===== config.mk =====
export PLATFORM = sky130hd
export DESIGN_NAME = alu_responder
export DESIGN_NICKNAME = d
export VERILOG_FILES = /design/src/rtl/alu_pkg.sv /design/src/rtl/alu_core.sv /design/src/rtl/alu_responder.sv
export SDC_FILE = /design/constraint.sdc
export NUM_CORES = 1
export LEC_CHECK = 0
export ABC_AREA = 1
export BUFFER_PORTS_ARGS = -buffer_cell sky130_fd_sc_hd__buf_2
export CORE_ASPECT_RATIO = 0.5
export CORE_MARGIN = 1.5
export CORE_UTILIZATION = 60
export DETAILED_ROUTE_END_ITERATION = 8
export GPL_TIMING_DRIVEN = 1
export PLACE_DENSITY = 0.85
export SLEW_MARGIN = 20
export SYNTH_ARGS = -nofsm -noshare
export SYNTH_HDL_FRONTEND = slang
export SYNTH_SLANG_ARGS = --single-unit

===== constraint.sdc =====
create_clock -name clk -period 7.3 [get_ports clk]
set_clock_uncertainty 0.05 [all_clocks]
set_input_delay 0.73 -clock clk [delete_from_list [all_inputs] [get_ports clk]]
set_output_delay 0.73 -clock clk [all_outputs]
set_load 0.01 [all_outputs]

===== src/rtl/alu_pkg.sv =====
// Shared constants for the ALU responder: datapath widths, function codes and a
// small helper that widens a compare flag to a full result word.
package alu_pkg;
    localparam int DATA_W  = 32;
    localparam int SHAMT_W = 5;

    localparam logic [5:0] ALU_ADD  = 6'b000000;
    localparam logic [5:0] ALU_SUB  = 6'b000001;
    localparam logic [5:0] ALU_AND  = 6'b011000;
    localparam logic [5:0] ALU_OR   = 6'b011110;
    localparam logic [5:0] ALU_XOR  = 6'b010110;
    localparam logic [5:0] ALU_NOR  = 6'b010001;
    localparam logic [5:0] ALU_A    = 6'b011010;
    localparam logic [5:0] ALU_SLL  = 6'b100000;
    localparam logic [5:0] ALU_SRL  = 6'b100001;
    localparam logic [5:0] ALU_SRA  = 6'b100011;
    localparam logic [5:0] ALU_EQ   = 6'b110011;
    localparam logic [5:0] ALU_NEQ  = 6'b110001;
    localparam logic [5:0] ALU_LT   = 6'b110101;
    localparam logic [5:0] ALU_LEZ  = 6'b111101;
    localparam logic [5:0] ALU_LTZ  = 6'b111011;
    localparam logic [5:0] ALU_GTZ  = 6'b111111;

    function automatic logic [DATA_W-1:0] flag_word(input logic f);
        return {{(DATA_W-1){1'b0}}, f};
    endfunction
endpackage


===== src/rtl/alu_core.sv =====
// Purely combinational ALU evaluator: result, ADD/SUB overflow (signed) or
// carry/borrow (unsigned), and an error flag for unrecognised function codes.
module alu_core
    import alu_pkg::*;
(
    input  logic [DATA_W-1:0] a,
    input  logic [DATA_W-1:0] b,
    input  logic [5:0]        alufun,
    input  logic              sign,
    output logic [DATA_W-1:0] res,
    output logic              ovf,
    output logic              err
);
    logic [DATA_W:0]    sum_ext;
    logic [DATA_W:0]    diff_ext;
    logic [SHAMT_W-1:0] shamt;
    logic               lt_s;
    logic               lt_u;
    logic               a_zero;

    // Extra top bit of the widened add/sub is the carry-out / borrow.
    assign sum_ext  = {1'b0, a} + {1'b0, b};
    assign diff_ext = {1'b0, a} - {1'b0, b};
    assign shamt    = a[SHAMT_W-1:0];
    assign lt_s     = $signed(a) < $signed(b);
    assign lt_u     = a < b;
    assign a_zero   = (a == '0);

    always_comb begin
        res = '0;
        ovf = 1'b0;
        err = 1'b0;
        case (alufun)
            ALU_ADD: begin
                res = sum_ext[DATA_W-1:0];
                ovf = sign ? ((a[DATA_W-1] == b[DATA_W-1]) && (sum_ext[DATA_W-1] != a[DATA_W-1]))
                           : sum_ext[DATA_W];
            end
            ALU_SUB: begin
                res = diff_ext[DATA_W-1:0];
                ovf = sign ? ((a[DATA_W-1] != b[DATA_W-1]) && (diff_ext[DATA_W-1] != a[DATA_W-1]))
                           : diff_ext[DATA_W];
            end
            ALU_AND: res = a & b;
            ALU_OR:  res = a | b;
            ALU_XOR: res = a ^ b;
            ALU_NOR: res = ~(a | b);
            ALU_A:   res = a;
            ALU_SLL: res = b << shamt;
            ALU_SRL: res = b >> shamt;
            ALU_SRA: res = DATA_W'($signed(b) >>> shamt);
            ALU_EQ:  res = flag_word(a == b);
            ALU_NEQ: res = flag_word(a != b);
            ALU_LT:  res = flag_word(sign ? lt_s : lt_u);
            ALU_LEZ: res = flag_word(a[DATA_W-1] || a_zero);
            ALU_LTZ: res = flag_word(a[DATA_W-1]);
            ALU_GTZ: res = flag_word(!a[DATA_W-1] && !a_zero);
            default: err = 1'b1;
        endcase
    end
endmodule


===== src/rtl/alu_responder.sv =====
// Flow-controlled ALU service: one stage-1 operand register feeding alu_core,
// then an in-order response FIFO whose head drives the resp_* outputs.
module alu_responder
    import alu_pkg::*;
#(
    parameter int DEPTH = 4,
    parameter int TAG_W = 4
) (
    input  logic              clk,
    input  logic              reset,
    input  logic              req_valid,
    output logic              req_ready,
    input  logic [DATA_W-1:0] req_a,
    input  logic [DATA_W-1:0] req_b,
    input  logic [5:0]        req_alufun,
    input  logic              req_sign,
    input  logic [TAG_W-1:0]  req_tag,
    output logic              resp_valid,
    input  logic              resp_ready,
    output logic [DATA_W-1:0] resp_res,
    output logic              resp_ovf,
    output logic              resp_err,
    output logic [TAG_W-1:0]  resp_tag,
    output logic [15:0]       op_count
);
    localparam int PTR_W = $clog2(DEPTH);
    localparam int CNT_W = PTR_W + 1;
    localparam logic [CNT_W:0] DEPTH_C = (CNT_W + 1)'(DEPTH);

    logic              s1_valid_q, s1_valid_d;
    logic [DATA_W-1:0] s1_a_q, s1_a_d;
    logic [DATA_W-1:0] s1_b_q, s1_b_d;
    logic [5:0]        s1_fun_q, s1_fun_d;
    logic              s1_sign_q, s1_sign_d;
    logic [TAG_W-1:0]  s1_tag_q, s1_tag_d;

    logic [PTR_W-1:0]  wr_ptr_q, wr_ptr_d;
    logic [PTR_W-1:0]  rd_ptr_q, rd_ptr_d;
    logic [CNT_W-1:0]  count_q, count_d;
    logic [15:0]       op_count_q, op_count_d;

    logic [DATA_W-1:0] mem_res_q [DEPTH];
    logic              mem_ovf_q [DEPTH];
    logic              mem_err_q [DEPTH];
    logic [TAG_W-1:0]  mem_tag_q [DEPTH];

    logic [DATA_W-1:0] core_res;
    logic              core_ovf;
    logic              core_err;
    logic [CNT_W:0]    occupancy;
    logic              accept;
    logic              push;
    logic              pop;

    // The stage-1 slot counts as occupied so the push it makes next cycle
    // always has a free FIFO entry; a same-cycle pop earns no credit.
    assign occupancy  = {1'b0, count_q} + {{CNT_W{1'b0}}, s1_valid_q};
    assign req_ready  = occupancy < DEPTH_C;
    assign accept     = req_valid && req_ready;
    assign push       = s1_valid_q;
    assign resp_valid = (count_q != '0);
    assign pop        = resp_valid && resp_ready;

    alu_core u_core (
        .a      (s1_a_q),
        .b      (s1_b_q),
        .alufun (s1_fun_q),
        .sign   (s1_sign_q),
        .res    (core_res),
        .ovf    (core_ovf),
        .err    (core_err)
    );

    always_comb begin
        s1_valid_d = accept;
        s1_a_d     = s1_a_q;
        s1_b_d     = s1_b_q;
        s1_fun_d   = s1_fun_q;
        s1_sign_d  = s1_sign_q;
        s1_tag_d   = s1_tag_q;
        if (accept) begin
            s1_a_d    = req_a;
            s1_b_d    = req_b;
            s1_fun_d  = req_alufun;
            s1_sign_d = req_sign;
            s1_tag_d  = req_tag;
        end

        wr_ptr_d   = push ? wr_ptr_q + PTR_W'(1) : wr_ptr_q;
        rd_ptr_d   = pop  ? rd_ptr_q + PTR_W'(1) : rd_ptr_q;
        count_d    = count_q;
        if (push && !pop) begin
            count_d = count_q + CNT_W'(1);
        end else if (pop && !push) begin
            count_d = count_q - CNT_W'(1);
        end
        op_count_d = op_count_q + 16'(pop);
    end

    always_ff @(posedge clk or posedge reset) begin
        if (reset) begin
            s1_valid_q <= 1'b0;
            s1_a_q     <= '0;
            s1_b_q     <= '0;
            s1_fun_q   <= '0;
            s1_sign_q  <= 1'b0;
            s1_tag_q   <= '0;
            wr_ptr_q   <= '0;
            rd_ptr_q   <= '0;
            count_q    <= '0;
            op_count_q <= '0;
        end else begin
            s1_valid_q <= s1_valid_d;
            s1_a_q     <= s1_a_d;
            s1_b_q     <= s1_b_d;
            s1_fun_q   <= s1_fun_d;
            s1_sign_q  <= s1_sign_d;
            s1_tag_q   <= s1_tag_d;
            wr_ptr_q   <= wr_ptr_d;
            rd_ptr_q   <= rd_ptr_d;
            count_q    <= count_d;
            op_count_q <= op_count_d;
        end
    end

    // Storage needs no reset: the head is only visible while count_q is non-zero.
    always_ff @(posedge clk) begin
        if (push) begin
            mem_res_q[wr_ptr_q] <= core_res;
            mem_ovf_q[wr_ptr_q] <= core_ovf;
            mem_err_q[wr_ptr_q] <= core_err;
            mem_tag_q[wr_ptr_q] <= s1_tag_q;
        end
    end

    assign resp_res = resp_valid ? mem_res_q[rd_ptr_q] : '0;
    assign resp_ovf = resp_valid ? mem_ovf_q[rd_ptr_q] : 1'b0;
    assign resp_err = resp_valid ? mem_err_q[rd_ptr_q] : 1'b0;
    assign resp_tag = resp_valid ? mem_tag_q[rd_ptr_q] : '0;
    assign op_count = op_count_q;
endmodule


==> results.toml <==
[outcome]
status = "finished clean"

[cells_and_area]
drive_gt1_share_pct = 8.314
postLayoutCellArea_mm2 = 0.02185
final_cell_count_no_fill = 3497
nNetsFinal = 3228
syn2layout_area_growth_pct = 7.451
fillCellCount = 2924

[clocking]
path_clk_slew_ns = 0.07
cts_root_buffer = "clkbuf_16"
cts_max_path_buffers = 3
clk_latency_ns = 0.61
ctsHoldBuffers = 0
cts-htree-levels = 1
cts_resized = 0
cts_sinks = 251
numCtsBuffers = 25
cts_tree = "built"
cts_setup_buffers = 0

[global_routing]
grt_max_degree = 88
grt_pass1_vias = 19980
grt_pass1_wl_um = 119700
gr-total-overflow = 0
antenna_found_initial = 7
grt_usage_pct = 45.53

[detailed_routing]
routedWlPerCell_um = 23.33
vias = 22170
drtIter0Drc = 3761
ant_nets = 0
via_per_inst = 6.339
first_pass_iters = 8
routed_wirelength_um = 81600
drc = 0

[logic_synthesis]
synth_area_leaders = "edfxtp_1, nand2_1, dfrtp_1"
synth_area_per_cell_um2 = 6.780
yosys_warnings = 0
synth_ff_type = "edfxtp_1"
synth_top_cell_by_area = "edfxtp_1"
synth_nets = 3191
synth_cell_types = 52
netlist_area_mm2 = 0.02033
synth-seq-cells = 251
syn_inst = 2999
synth-edff-count = 152
synth_top_cell_area_share_pct = 22.45
yosysSeqAreaShare_pct = 34.63
ys_async_sr_fraction_pct = 39.44

[critical_path]
critPathBufInv = 3
rr_worst_depth = 12
critPathMaxFanout = 73
crit_family = "simple AND/OR/NAND/NOR gates"
start_kind = "register"
worstSetupPathType = "register to register"
end_kind = "register"
cpMaxStageDelayCell = "buf_4"
cp.depth = 12
cp_data_required_time_ns = 7.48
cpPeakStageDelay_ns = 0.63
path_cells = "buf_4 > inv_2 > buf_4 > ha_1 > nor2_1 > nand4_1 > nor2_1 > o21ai_0 > nor2_1 > nand2_1 > nor2_1 > nand2_1"
path_common_cell = "nor2_1"
arrival_ns = 4.43

[timing]
tightestPinTransition_ns = 1.008
maxSlewViolCount = 0
rsz0062_at_grt = "false"
fmax_ghz = 0.2356
timing.hold.ws_ns = 0.1058
finalSetupViolCount = 0
tns_ns = 0
hold_violations = 0
period_share_pct = 58.15
relSlewSlack_pct = 32.67
period_needed_ns = 4.245

[placed_design]
place_area_mm2 = 0.02101
portBuffers = 134
gp_congestion = 1.089
post-place-cells = 3450
hpwlAfterDp_um = 61980

[die]
dieHeight_um = 133.2
row_count = 47
die_w_um = 263.4
core_mm2 = 0.03323
initial_core_util_pct = 61.20
io-pin-count = 135
die_area_mm2 = 0.03507

[run]
cap_viol_max_count = 0

[hold_path]
min-delay-path-class = "input port to asynchronous set/reset pin"
layer usage:
layer	global-route usage [%]	part of all wire, %	wire, µm	up-vias
li1	-	-	-	9994
met4	11.91	3.4	2802	6
met3	19.30	18	14710	230
met1	64.89	40	32420	10220
met2	63.02	39	31630	1723
met5	0	0.053	43	-
metrics by stage:
step / worst slack, ns / util (%)
finish: 3.055 / 65.76
global route: 2.901 / 65.75
CTS: 3.395 / 65.72
detailed placement: 3.449 / 63.23
global placement: 3.533 / 63.23
floorplan: 3.930 / -
worst reg2reg max path, stage by stage (launching register included):
cell,delay [ns]
dfrtp_2,0.38
buf_4,0.32
inv_2,0.10
buf_4,0.63
ha_1,0.46
nor2_1,0.36
nand4_1,0.19
nor2_1,0.38
o21ai_0,0.16
nor2_1,0.14
nand2_1,0.07
nor2_1,0.39
nand2_1,0.25
cells in the mapped netlist (all sizes together) (3+ instances only):
| cell type | instances |
|---|---|
| o2111ai | 7 |
| and2 | 8 |
| o21bai | 14 |
| clkbuf | 45 |
| fa | 3 |
| a21o | 3 |
| o21ai | 251 |
| o22ai | 27 |
| dfrtp | 99 |
| nor2 | 367 |
| nand3 | 362 |
| inv | 286 |
| nor4 | 3 |
| xnor2 | 3 |
| xor2 | 16 |
| ha | 110 |
| nand2 | 849 |
| buf | 103 |
| a31oi | 7 |
| nand3b | 4 |
| o211ai | 16 |
| nor3 | 35 |
| o21a | 10 |
| nand4 | 63 |
| edfxtp | 152 |
| a21oi | 142 |
logic make-up (layout without fill, tap and decap cells):
kind of cell | count (synthesis) | after routing | synth area share (%)
other | 0 | 1 | 0
multiplexers | 3 | 3 | 0.1538
AND/OR/NAND/NOR | 1696 | 1696 | 35.53
adder cells (fa/ha/maj) | 113 | 113 | 7.064
flip-flops | 251 | 251 | 34.63
buffers and inverters | 435 | 491 | 8.996
AO/OA/AOI/OAI | 482 | 482 | 12.81
XOR/XNOR | 19 | 19 | 0.8184
cells in the final DEF (no fill, tap or decap), drive strengths merged, types with 4 or more instances in the layout:
master	instances
nand3	362
o2111ai	7
buf	158
and2	8
o211ai	16
nor2	367
clkinv	7
ha	110
xor2	16
edfxtp	152
nor3	35
nand3b	4
o21ai	251
a21oi	142
nand4	63
o21a	10
inv	287
nand2	849
a31oi	7
o22ai	27
dfrtp	99
o21bai	14
clkbuf	38
flip-flops by register name, summed over array words and instances (netlist names):
register   count
mem_tag_q     16
s1_a_q        32
mem_res_q    128
s1_sign_q      1
wr_ptr_q       2
s1_fun_q       6
mem_err_q      4
push           1
s1_tag_q       4
op_count      16
rd_ptr_q       2
s1_b_q        32
count_q        3
mem_ovf_q      4
final cells by class:
| cell class | instances | area, µm² | area share [%] |
|---|---|---|---|
| multi-input cells | 2313 | 11480 | 52.56 |
| flip-flops and latches | 251 | 7046 | 32.25 |
| inverters | 287 | 1086 | 4.971 |
| diodes | 1 | 2.502 | 0.01145 |
| clock inverters | 8 | 63.81 | 0.2920 |
| repair buffers | 158 | 850.8 | 3.894 |
| well taps | 441 | 551.8 | 2.525 |
| clock buffers | 38 | 765.7 | 3.505 |
worst paths after layout:
kind                                        start                         to  slack [ns]
max                         s1_a_q[1]$_DFFE_PP0P_  mem_res_q[1][0]$_DFFE_PP_        3.06
min                                         reset    s1_tag_q[1]$_DFFE_PP0P_        0.11
max reg2reg                 s1_a_q[1]$_DFFE_PP0P_  mem_res_q[1][0]$_DFFE_PP_        3.06
min reg2reg                op_count[15]$_DFF_PP0_     op_count[15]$_DFF_PP0_        0.43
max in group asynchronous                   reset      s1_a_q[2]$_DFFE_PP0P_        5.69
min in group clk                        req_b[15]     s1_b_q[15]$_DFFE_PP0P_        0.27
Power is not shown: default switching activity piles up to over one toggle a cycle in this logic, so the estimate is an artifact.
